==> src/rtl/alu_exec_pkg.sv <==
// alu_exec_pkg: opcodes, FSM encoding and helpers shared by
// the execute controller and its ALU.
package alu_exec_pkg;

   localparam logic [2:0] OP_ADD = 3'd0;
   localparam logic [2:0] OP_SUB = 3'd1;
   localparam logic [2:0] OP_AND = 3'd2;
   localparam logic [2:0] OP_OR  = 3'd3;
   localparam logic [2:0] OP_XOR = 3'd4;
   localparam logic [2:0] OP_SHL = 3'd5;
   localparam logic [2:0] OP_MOV = 3'd6;
   localparam logic [2:0] OP_NOT = 3'd7;

   typedef enum logic [2:0] {
      S_IDLE = 3'd0,
      S_RDA  = 3'd1,
      S_RDB  = 3'd2,
      S_EXE  = 3'd3,
      S_WB   = 3'd4
   } state_t;

   typedef struct packed {
      logic [2:0] op;
      logic [2:0] rd;
      logic [2:0] rs1;
      logic [2:0] rs2;
   } instr_t;

   // Unary ops take only operand A; RDB skips the rs2 read.
   function automatic logic is_unary(input logic [2:0] op);
      return (op == OP_SHL) || (op == OP_MOV) ||
             (op == OP_NOT);
   endfunction

endpackage

==> src/rtl/alu_exec_alu.sv <==
// alu_exec_alu: combinational ALU. Ports: i_op, i_a, i_b in;
// o_result (N bits, wraps) and o_carry (ADD carry/SUB borrow/SHL msb).
module alu_exec_alu
   import alu_exec_pkg::*;
#(
   parameter int N = 16
) (
   input  logic [2:0]   i_op,
   input  logic [N-1:0] i_a,
   input  logic [N-1:0] i_b,
   output logic [N-1:0] o_result,
   output logic         o_carry
);

   logic [N:0] w_sum;
   logic [N:0] w_diff;

   assign w_sum  = {1'b0, i_a} + {1'b0, i_b};
   // Bit N of the extended difference is the unsigned borrow.
   assign w_diff = {1'b0, i_a} - {1'b0, i_b};

   always_comb begin
      o_result = '0;
      o_carry  = 1'b0;
      unique case (i_op)
         OP_ADD: begin
            o_result = w_sum[N-1:0];
            o_carry  = w_sum[N];
         end
         OP_SUB: begin
            o_result = w_diff[N-1:0];
            o_carry  = w_diff[N];
         end
         OP_AND: o_result = i_a & i_b;
         OP_OR:  o_result = i_a | i_b;
         OP_XOR: o_result = i_a ^ i_b;
         OP_SHL: begin
            o_result = {i_a[N-2:0], 1'b0};
            o_carry  = i_a[N-1];
         end
         OP_MOV: o_result = i_a;
         OP_NOT: o_result = ~i_a;
         default: o_result = '0;
      endcase
   end

endmodule

==> src/rtl/alu_exec_ctrl.sv <==
// alu_exec_ctrl: 5-state execute controller driving an 8-entry
// register file (one registered read port, one write port).
// Ports: clk, rst (async, active-high); i_instr_valid/o_instr_ready
// handshake with i_instr_op/rd/rs1/rs2; o_rf_read_enable/addr and
// i_rf_read_data; o_rf_write_enable/addr/data; o_done pulse in WB;
// o_flag_zero/o_flag_carry. Flags built only with ALU_EXEC_FLAGS_EN.
module alu_exec_ctrl
   import alu_exec_pkg::*;
#(
   parameter int N = 16
) (
   input  logic         clk,
   input  logic         rst,
   input  logic         i_instr_valid,
   output logic         o_instr_ready,
   input  logic [2:0]   i_instr_op,
   input  logic [2:0]   i_instr_rd,
   input  logic [2:0]   i_instr_rs1,
   input  logic [2:0]   i_instr_rs2,
   output logic         o_rf_read_enable,
   output logic [2:0]   o_rf_read_addr,
   input  logic [N-1:0] i_rf_read_data,
   output logic         o_rf_write_enable,
   output logic [2:0]   o_rf_write_addr,
   output logic [N-1:0] o_rf_write_data,
   output logic         o_done,
   output logic         o_flag_zero,
   output logic         o_flag_carry
);

   state_t         r_state;
   state_t         w_next;
   instr_t         r_instr;
   logic [N-1:0]   r_a;
   logic [N-1:0]   r_result;
   logic [2:0]     r_rd_addr;
   logic [2:0]     r_wr_addr;
   logic           w_accept;
   logic           w_rd_en;
   logic           w_wr_en;
   logic           w_unary;
   logic [N-1:0]   w_alu_res;

   assign w_unary = is_unary(r_instr.op);

   always_ff @(posedge clk or posedge rst) begin
      if (rst) r_state <= S_IDLE;
      else     r_state <= w_next;
   end

   always_comb begin
      w_next   = r_state;
      w_accept = 1'b0;
      w_rd_en  = 1'b0;
      w_wr_en  = 1'b0;
      unique case (r_state)
         S_IDLE: begin
            if (i_instr_valid) begin
               w_accept = 1'b1;
               w_next   = S_RDA;
            end
         end
         S_RDA: begin
            w_rd_en = 1'b1;
            w_next  = S_RDB;
         end
         S_RDB: begin
            w_rd_en = !w_unary;
            w_next  = S_EXE;
         end
         S_EXE: w_next = S_WB;
         S_WB: begin
            w_wr_en = 1'b1;
            w_next  = S_IDLE;
         end
         default: w_next = S_IDLE;
      endcase
   end

   // Read address is registered so it holds between reads:
   // rs1 is set up at accept, then rs2 (or rs1 again) for RDB.
   always_ff @(posedge clk or posedge rst) begin
      if (rst) begin
         r_instr   <= '0;
         r_rd_addr <= '0;
         r_a       <= '0;
         r_result  <= '0;
         r_wr_addr <= '0;
      end else begin
         if (w_accept) begin
            r_instr   <= '{op:  i_instr_op,
                           rd:  i_instr_rd,
                           rs1: i_instr_rs1,
                           rs2: i_instr_rs2};
            r_rd_addr <= i_instr_rs1;
         end
         if (r_state == S_RDA)
            r_rd_addr <= w_unary ? r_instr.rs1
                                 : r_instr.rs2;
         if (r_state == S_RDB)
            r_a <= i_rf_read_data;
         if (r_state == S_EXE) begin
            r_result  <= w_alu_res;
            r_wr_addr <= r_instr.rd;
         end
      end
   end

`ifdef ALU_EXEC_FLAGS_EN
   logic w_alu_carry;
   logic r_zero;
   logic r_carry;

   alu_exec_alu #(.N(N)) u_alu (
      .i_op     (r_instr.op),
      .i_a      (r_a),
      .i_b      (i_rf_read_data),
      .o_result (w_alu_res),
      .o_carry  (w_alu_carry)
   );

   always_ff @(posedge clk or posedge rst) begin
      if (rst) begin
         r_zero  <= 1'b0;
         r_carry <= 1'b0;
      end else if (r_state == S_EXE) begin
         r_zero  <= (w_alu_res == '0);
         r_carry <= w_alu_carry;
      end
   end

   assign o_flag_zero  = r_zero;
   assign o_flag_carry = r_carry;
`else
   alu_exec_alu #(.N(N)) u_alu (
      .i_op     (r_instr.op),
      .i_a      (r_a),
      .i_b      (i_rf_read_data),
      .o_result (w_alu_res),
      .o_carry  ()
   );

   assign o_flag_zero  = 1'b0;
   assign o_flag_carry = 1'b0;
`endif

   // Ready is forced low while reset is held.
   assign o_instr_ready     = (r_state == S_IDLE) && !rst;
   assign o_rf_read_enable  = w_rd_en;
   assign o_rf_read_addr    = r_rd_addr;
   assign o_rf_write_enable = w_wr_en;
   assign o_rf_write_addr   = r_wr_addr;
   assign o_rf_write_data   = r_result;
   assign o_done            = w_wr_en;

endmodule

==> config.mk <==
export PLATFORM = sky130hd
export DESIGN_NAME = alu_exec_ctrl
export DESIGN_NICKNAME = d
export VERILOG_FILES = /design/src/rtl/alu_exec_pkg.sv /design/src/rtl/alu_exec_alu.sv /design/src/rtl/alu_exec_ctrl.sv
export SDC_FILE = /design/constraint.sdc
export NUM_CORES = 1
export LEC_CHECK = 0
export CORE_MARGIN = 2
export CORE_UTILIZATION = 48
export CTS_BUF_LIST = sky130_fd_sc_hd__clkbuf_16
export DETAILED_ROUTE_END_ITERATION = 12
export GPL_TIMING_DRIVEN = 0
export PLACE_DENSITY = 0.81
export SLEW_MARGIN = 20
export SYNTH_ARGS = -nofsm -noshare
export SYNTH_HDL_FRONTEND = slang
export SYNTH_SLANG_ARGS = --single-unit
==> constraint.sdc <==
create_clock -name clk -period 3.04 [get_ports clk]
set_input_delay 0.608 -clock clk [delete_from_list [all_inputs] [get_ports clk]]
set_output_delay 0.608 -clock clk [all_outputs]
set_load 0.02 [all_outputs]
# Word-level counts from Yosys, hierarchy flattened
# Cells that the tools add are included.
# classes
n_bitwise,4
n_reduce_logical,8
n_addsub,2
n_eq_ne,12
n_mux,10
# op_table
op,count
case mux 16 bit (8 select lines),1
adder 16 bit,1
AND 16 bit,1
NOT 16 bit,1
OR 16 bit,1
subtractor 16 bit,1
XOR 16 bit,1
"== test 3 bit, second input constant",5
"== test 3 x 2 -> 1 bit, second input constant",4
2-to-1 mux 3 bit,4
case mux 3 bit (4 select lines),1
"== test 3 x 1 -> 1 bit, second input constant",2
logical NOT 3 bit,2
2-to-1 mux 1 bit,3
logical NOT 1 bit,2
logical OR 1 bit,2
"inequality test 2 bit, second input constant",1
case mux 1 bit (2 select lines),1
nonzero test 2 bit,1
logical AND 1 bit,1
# totals
wordCells,45
regBits,53
out_inout_bits,28

# Longest topological paths before layout
# Gate-level depths: netlist of the first run.
# logic_depth
ltp_word,5
depth_mapped,13

# Modules after synthesis
# Synthesis of the first run repeated with hierarchy kept, for this count alone.
# hier_totals
hier_cells,593
area_unflattened_um2,5077.4
# by_module_without_submodules
mod,n_inst,area_each_um2,cells_per_inst
alu_exec_alu,1,2901.5,448
alu_exec_ctrl,1,2175.8,145

# Least setup slack after synthesis of the first run
# No wires, ideal clock.
# synth_path
kind,input port to flip-flop
start,in i_rf_read_data[2]
end,reg r_result[13] (netlist: o_rf_write_data[13])
path_stages,11
required_time_ns,2.952
path_slack_ns,-0.014
setup_time_ns,0.088
t_arrival_ns,2.965
path_cell_list,nor4_1 nand2_1 o41ai_1 xnor2_1 ha_1 and3_2 nand2_1 a21oi_2 nor2_1 or4_1 a41oi_1
# synth_between
elab_chain_len,2
word_cells_on_any_way,3
# synth_lines
item,line,rtl
"start, declared",alu_exec_ctrl.sv:22,"input logic [N-1:0] i_rf_read_data,"
subtractor 16 bit / adder 16 bit (equally long branches),"alu_exec_alu.sv:20, alu_exec_alu.sv:18",
case mux 16 bit (8 select lines) (*),alu_exec_alu.sv:25,unique case (i_op)
"end signal, assigned",alu_exec_ctrl.sv:103,r_result <= w_alu_res;
"end, declared",alu_exec_ctrl.sv:35,logic [N-1:0] r_result;
# Mark *: on every way between the ends. The rest lies on a longest branch, timed or not.
# A chain may end at the register's enable or synchronous reset.

# Final worst setup path of the first run
# Same ends and word-level chain as after synthesis.

==> flow_summary.toml, run 1 <==
[sta]
fin_crit_ps = 2960
slew_headroom_pct = 46.8
finalMaxSlewViolations = 0
timing.final.crit_share_pct = 97.2
finClkSkew_ps = 11.8
tightestPinTransition_ps = 797
fin_setup_tns_ps = 0
clock.fmax_mhz = 338
setup_ws_ps = 83.6
hold_viol = 0
rsz0062_at_grt = "true"
setup_viol = 0

[placement]
portBuffers = 56
dpl_cell_area_um2 = 5140
hpwl_mm = 9.34
gp_congestion = 1.03
post-place-ws_ps = -1070
place_inst = 695

[yosys]
synth_cells = 527
synth_top_area_cell = "dfrtp_1"
yosysSeqAreaShare_pct = 29.9
synth-seq-cells = 53
yosys.area.top_type_share_pct = 29.9
synth_area_leaders = "dfrtp_1 (30%), ha_1 (14%), o21ai_0 (6.4%)"
ys_types = 57
async_reset_ff_share_pct = 100
synth-main-ff-cell = "dfrtp_1"
avgSynthCellArea_um2 = 8.41
synth_warnings = 0
syn_area_um2 = 4430
synth_edf_count = 0

[grt]
grt_max_degree = 54
grtUsageTotal_pct = 25.8
antenna_found_initial = 0
grt_pass1_vias = 4113
grt_overflow_total = 0
grt_pass1_wl_mm = 20.3

[finish]
layout_commonest_cell = "nand2_1"
final_cells = 715
layout_common_cells = "nand2_1 (63), o21ai_0 (53), dfrtp_1 (53)"
antenna_cells = 0
fin_nets = 683
area_growth_pct = 25.6
final_layout_size_suffix_gt1_share_pct = 16.1
fin_area_um2 = 5570
fillCellCount = 755

[cts]
cts_buffer_depth = 2
cts_tree = "built"
cts_buffers = 5
clk_latency_ps = 300
clock_sinks = 53
cts_max_level = 2
cts.clk_slew.worst_paths_ps = 80
ctsRootBufferMaster = "clkbuf_16"

[floorplanning]
design.core.area_um2 = 9110
dieArea_um2 = 10000
die_x_um = 100
num_io_pins = 59
num_rows = 35
die_h_um = 100
start_util_pct = 48.7

[worst_setup_path]
rr_worst_depth = 12
arrival_ps = 3180
worstPathRequired_ps = 3270
path_max_fanout = 5
r2r_end = "o_rf_write_data[7]"
r2r_slack_ps = 100
r2r-start = "r_instr[9]"
cp-start-kind = "input pin"
path_class = "input pin to flip-flop"
cp-end-kind = "flip-flop"

[worst_hold_path]
hold_end = "o_rf_write_addr[2]"
hold-path-cell-count = 2
min-delay-start = "r_instr[8]"
hp-class = "flip-flop to flip-flop"

[power]
power_frac_comb_pct = 71.1
power_frac_seq_pct = 20.1
p_int_mw = 3.44
p_switching_mw = 3.34
powerDensity_nw_per_um2 = 1220
clkPwrFrac_pct = 8.8
p_leak_nw = 2.52
p_sw_share_pct = 49.3
ir_drop_uv = 508

[detailed_routing]
drt_wl_total_mm = 13.3
first_pass_iters = 5
wl_per_cell_um = 18.6
first_iter_violations = 263
route.vias.total = 4286
antenna_left = 0
route.detailed.drc = 0
via_per_inst = 5.99

[status]
status = "complete, no violations"

[job]
cap_violations = 0
## cell type report
| type | instances | area (um^2) | share of cell area (%) |
|---|---|---|---|
| multi-input cells | 398 | 3000 | 53.9 |
| repair buffers | 70 | 644 | 11.6 |
| well taps | 111 | 139 | 2.49 |
| inverters | 48 | 183 | 3.28 |
| plain buffers | 27 | 126 | 2.27 |
| clock inverters | 3 | 21.3 | 0.382 |
| flip-flops and latches | 53 | 1330 | 23.8 |
| clock buffers | 5 | 125 | 2.25 |
## sequential cells by signal, summed over array words and instances, names as in the netlist
name             flops
o_rf_write_data     16
r_a                 16
r_instr             12
o_rf_read_addr       3
o_rf_write_addr      3
r_state              3
## what timing repair did
item	4_1_cts	5_1_grt
hold buffers	0	0
resized for setup	40	41
setup buffers	7	7
gates cloned	0	1
setup endpoints to repair	13	11
pin swaps	13	24
## layer usage
| metal | vias to the layer above | GRT usage, % | wire length, um |
|---|---|---|---|
| li1 | 1997 | - | - |
| met1 | 2037 | 32.6 | 5370 |
| met2 | 209 | 44.6 | 6560 |
| met3 | 43 | 2.86 | 969 |
| met4 | 0 | 11.3 | 422 |
| met5 | - | 0 | 0 |
## synthesized netlist by cell type (6+ instances only)
cell and number:
xor2_1 7, inv_1 47, a22oi_1 6, dfrtp_1 53
ha_1 48, a31oi_1 7, a21oi_1 25, nand2b_1 7
a21o_1 11, xnor2_1 19, clkbuf_1 12, buf_1 9
mux2i_1 14, nand2_1 66, mux2_2 12, o21ai_0 57
buf_2 6, o211ai_1 12, nor2_1 26, nor3_1 7
## cells by family after synthesis
logic type,synth area share [%]
adder cells (fa/ha/maj),14.0
other,0.0846
AND/OR/NAND/NOR,15.6
AO/OA/AOI/OAI,21.1
XOR/XNOR,5.51
buffers and inverters,7.03
multiplexers,6.72
flip-flops,29.9
## through the flow
step	hold slack [ps]	util, %	total power [mW]
floorplan	435	-	4.28
global placement	450	56.5	5.43
detailed placement	454	56.5	5.57
CTS	472	59.1	6.35
global route	500	61.1	7.22
finish	478	61.1	6.78
## critical path: stages
cell and delay [ps]:
clkbuf_4 150, nor4_4 310, nand2_2 140, buf_6 150
o21ai_2 120, xnor2_1 80, ha_1 360, and3_4 240
nand2_2 80, a21oi_4 180, nor2_2 70, or4_4 480
a41oi_2 200
## power groups by stage
stage	logic, mW	clock network [mW]	registers [mW]
after floorplan	2.82	0	1.46
after global placement	4.10	0	1.34
after detailed placement	4.22	0	1.35
after CTS	4.40	0.598	1.35
after global routing	5.19	0.627	1.40
final	4.82	0.595	1.36
## worst max path at each step
stage                 startpoint                   to  cells past startpoint
3_3_place_gp   i_rf_read_data[2]  o_rf_write_data[13]                     12
6_report       i_rf_read_data[2]  o_rf_write_data[13]                     13
3_5_place_dp   i_rf_read_data[2]  o_rf_write_data[13]                     12
5_1_grt        i_rf_read_data[2]  o_rf_write_data[13]                     12
2_1_floorplan  i_rf_read_data[2]  o_rf_write_data[13]                     11
4_1_cts        i_rf_read_data[0]  o_rf_write_data[13]                     13
(Power assumes the default switching activity.)
==> run 2: changes to the inputs <==
Settings changed: CORE_ASPECT_RATIO set to 1.75.
==> run 2 against run 1 <==
First-iteration DRC count rose by 25%. Sequential share of layout area fell by 0.075 points. Clock-buffer cell count did not move. Largest cell class unchanged. Critical path depth rose by 1. Sequential power barely moved. Die area rose by 0.31%. Clock power rose by 2%. Combinational power fell by 2%. Utilization rose by 0.68 points. Largest power group unchanged. Flip-flop and latch count did not move. Critical path type unchanged. Wire length rose by 2.6%.
==> flow_summary.toml, run 2 (synthesized netlist as in run 1, its figures left out) <==
[sta]
fin_setup_tns_ps = 0
finClkSkew_ps = 5.52
finalMaxSlewViolations = 0
fin_crit_ps = 2980
rsz0062_at_grt = "true"
timing.final.crit_share_pct = 97.9
slew_headroom_pct = 49.6
clock.fmax_mhz = 336
hold_ws_ps = 478
setup_viol = 0
tightestPinTransition_ps = 754
hold_viol = 0

[finish]
fin_nets = 690
fin_area_um2 = 5590
antenna_cells = 0
layout_commonest_cell = "nand2_1"
area_growth_pct = 26.0
final_layout_size_suffix_gt1_share_pct = 16.0
layout_common_cells = "nand2_1 (64), o21ai_0 (53), dfrtp_1 (53)"
final_cells = 731

[floorplanning]
num_rows = 46
die_x_um = 76.6
num_io_pins = 59
dieArea_um2 = 10000
start_util_pct = 49.0
die_h_um = 131
design.core.area_um2 = 9040

[placement]
portBuffers = 56
gp_congestion = 0.951
hpwl_mm = 10.0
place_inst = 704
dpl_cell_area_um2 = 5160

[cts]
ctsHoldBuffers = 0
cts_buffers = 5
clk_latency_ps = 300
cts_tree = "built"
ctsRootBufferMaster = "clkbuf_16"
cts.clk_slew.worst_paths_ps = 80
cts_max_level = 2
clock_sinks = 53
cts_buffer_depth = 2

[worst_setup_path]
cp-start-kind = "input pin"
path_max_fanout = 5
arrival_ps = 3160
cp-end-kind = "flip-flop"
worstPathRequired_ps = 3230
rr_worst_depth = 13
crit_buf_inv = 4
max_stage_delay_ps = 310
path_class = "input pin to flip-flop"
path_depth = 14
path_delay_family = "simple AND/OR/NAND/NOR gates"
cp_slowest_cell = "nor4_4"
crit_chain = "buf_4 -> nor4_4 -> nand2_2 -> buf_6 -> o21ai_2 -> xnor2_1 -> ha_1 -> buf_6 -> a21o_1 -> buf_4 -> a21o_1 -> o211ai_1 -> nand4b_1 -> nor3b_2"

[detailed_routing]
wl_per_cell_um = 18.7
first_iter_violations = 328
route.detailed.drc = 0
antenna_left = 0
via_per_inst = 5.85
first_pass_iters = 5
met2_wirelength_mm = 7.08
wl_met3_um = 758
route.vias.total = 4277
wl_met1_mm = 4.98
top_layer = "met4"
drt_wl_total_mm = 13.7

[power]
p_leak_nw = 2.55
design_power_total_mw = 6.70
ir_drop_uv = 573
powerDensity_nw_per_um2 = 1200

[grt]
grtUsageTotal_pct = 27.2
antenna_found_initial = 0
grt_overflow_total = 0
grt_pass1_wl_mm = 21.6
grt_max_degree = 54
grt_pass1_vias = 4295

[worst_hold_path]
hold-path-cell-count = 2
hp-class = "flip-flop to flip-flop"

[status]
status = "complete, no violations"

[job]
cap_violations = 0
## run 2: cell types whose count changed in the layout (fill, tap and decap cells not counted), moves of 3 or more
cell and delta:
clkdlybuf4s15_2 -3, buf_6 +4, buf_4 +7, clkbuf_2 +3, a21oi_2 +3
## run 2: area by class of cell
cell class	instances	area, um^2
Sequential cell	53	1330
Inverter	48	183
Clock inverter	3	25.0
Multi-Input combinational cell	397	2950
Timing Repair Buffer	78	699
Tap cell	120	150
Buffer	27	130
Fill cell	776	3450
Clock buffer	5	125
## run 2: timing repair
action,CTS,global route
buffers inserted,11,11
cloned,0,0
resized for setup,42,40
setup endpoints to repair,13,11
pin swaps,13,21
## run 2: final timing paths
kind                                    from                  end  slack [ps]
max                        i_rf_read_data[5]  o_rf_write_data[15]          60
min                               r_instr[6]   o_rf_write_addr[0]         480
max reg2reg                       r_instr[9]  o_rf_write_data[15]         110
min reg2reg                       r_instr[6]   o_rf_write_addr[0]         480
max in group asynchronous                rst               r_a[9]        1790
min in group asynchronous                rst           r_instr[1]         790
## run 2: report_power, final
part           internal (mW)  leakage, nW  switching (mW)
Clock                  0.311       0.0704           0.295
Combinational           2.05         1.84            2.68
Sequential              1.06        0.643           0.305
## run 2: stage by stage
| stage | worst slack (ps) | utilization, % |
|---|---|---|
| 6_report | 64.4 | 61.8 |
| 5_1_grt | -11.3 | 61.8 |
| 4_1_cts | -50.3 | 60.5 |
| 3_5_place_dp | -975 | 57.1 |
| 3_3_place_gp | -917 | 57.0 |
| 2_1_floorplan | 55.3 | - |
## run 2: metal layers
| metal | GRT usage (%) | vias up |
|---|---|---|
| met2 | 48.6 | 181 |
| li1 | - | 2004 |
| met1 | 29.9 | 2035 |
| met5 | 0 | - |
| met4 | 18.8 | 0 |
| met3 | 2.61 | 57 |
## run 2: worst reg2reg max path, cell delays in order, from the launching register on
cell and delay, ps:
dfrtp_1 340, clkbuf_4 220, buf_6 170, and2_4 230, nor2_1 80, xnor2_1 120
ha_1 360, a21o_1 210, a21o_1 190, buf_4 140, a21o_1 160, o211ai_1 270
nand4b_1 130, nor3b_2 170
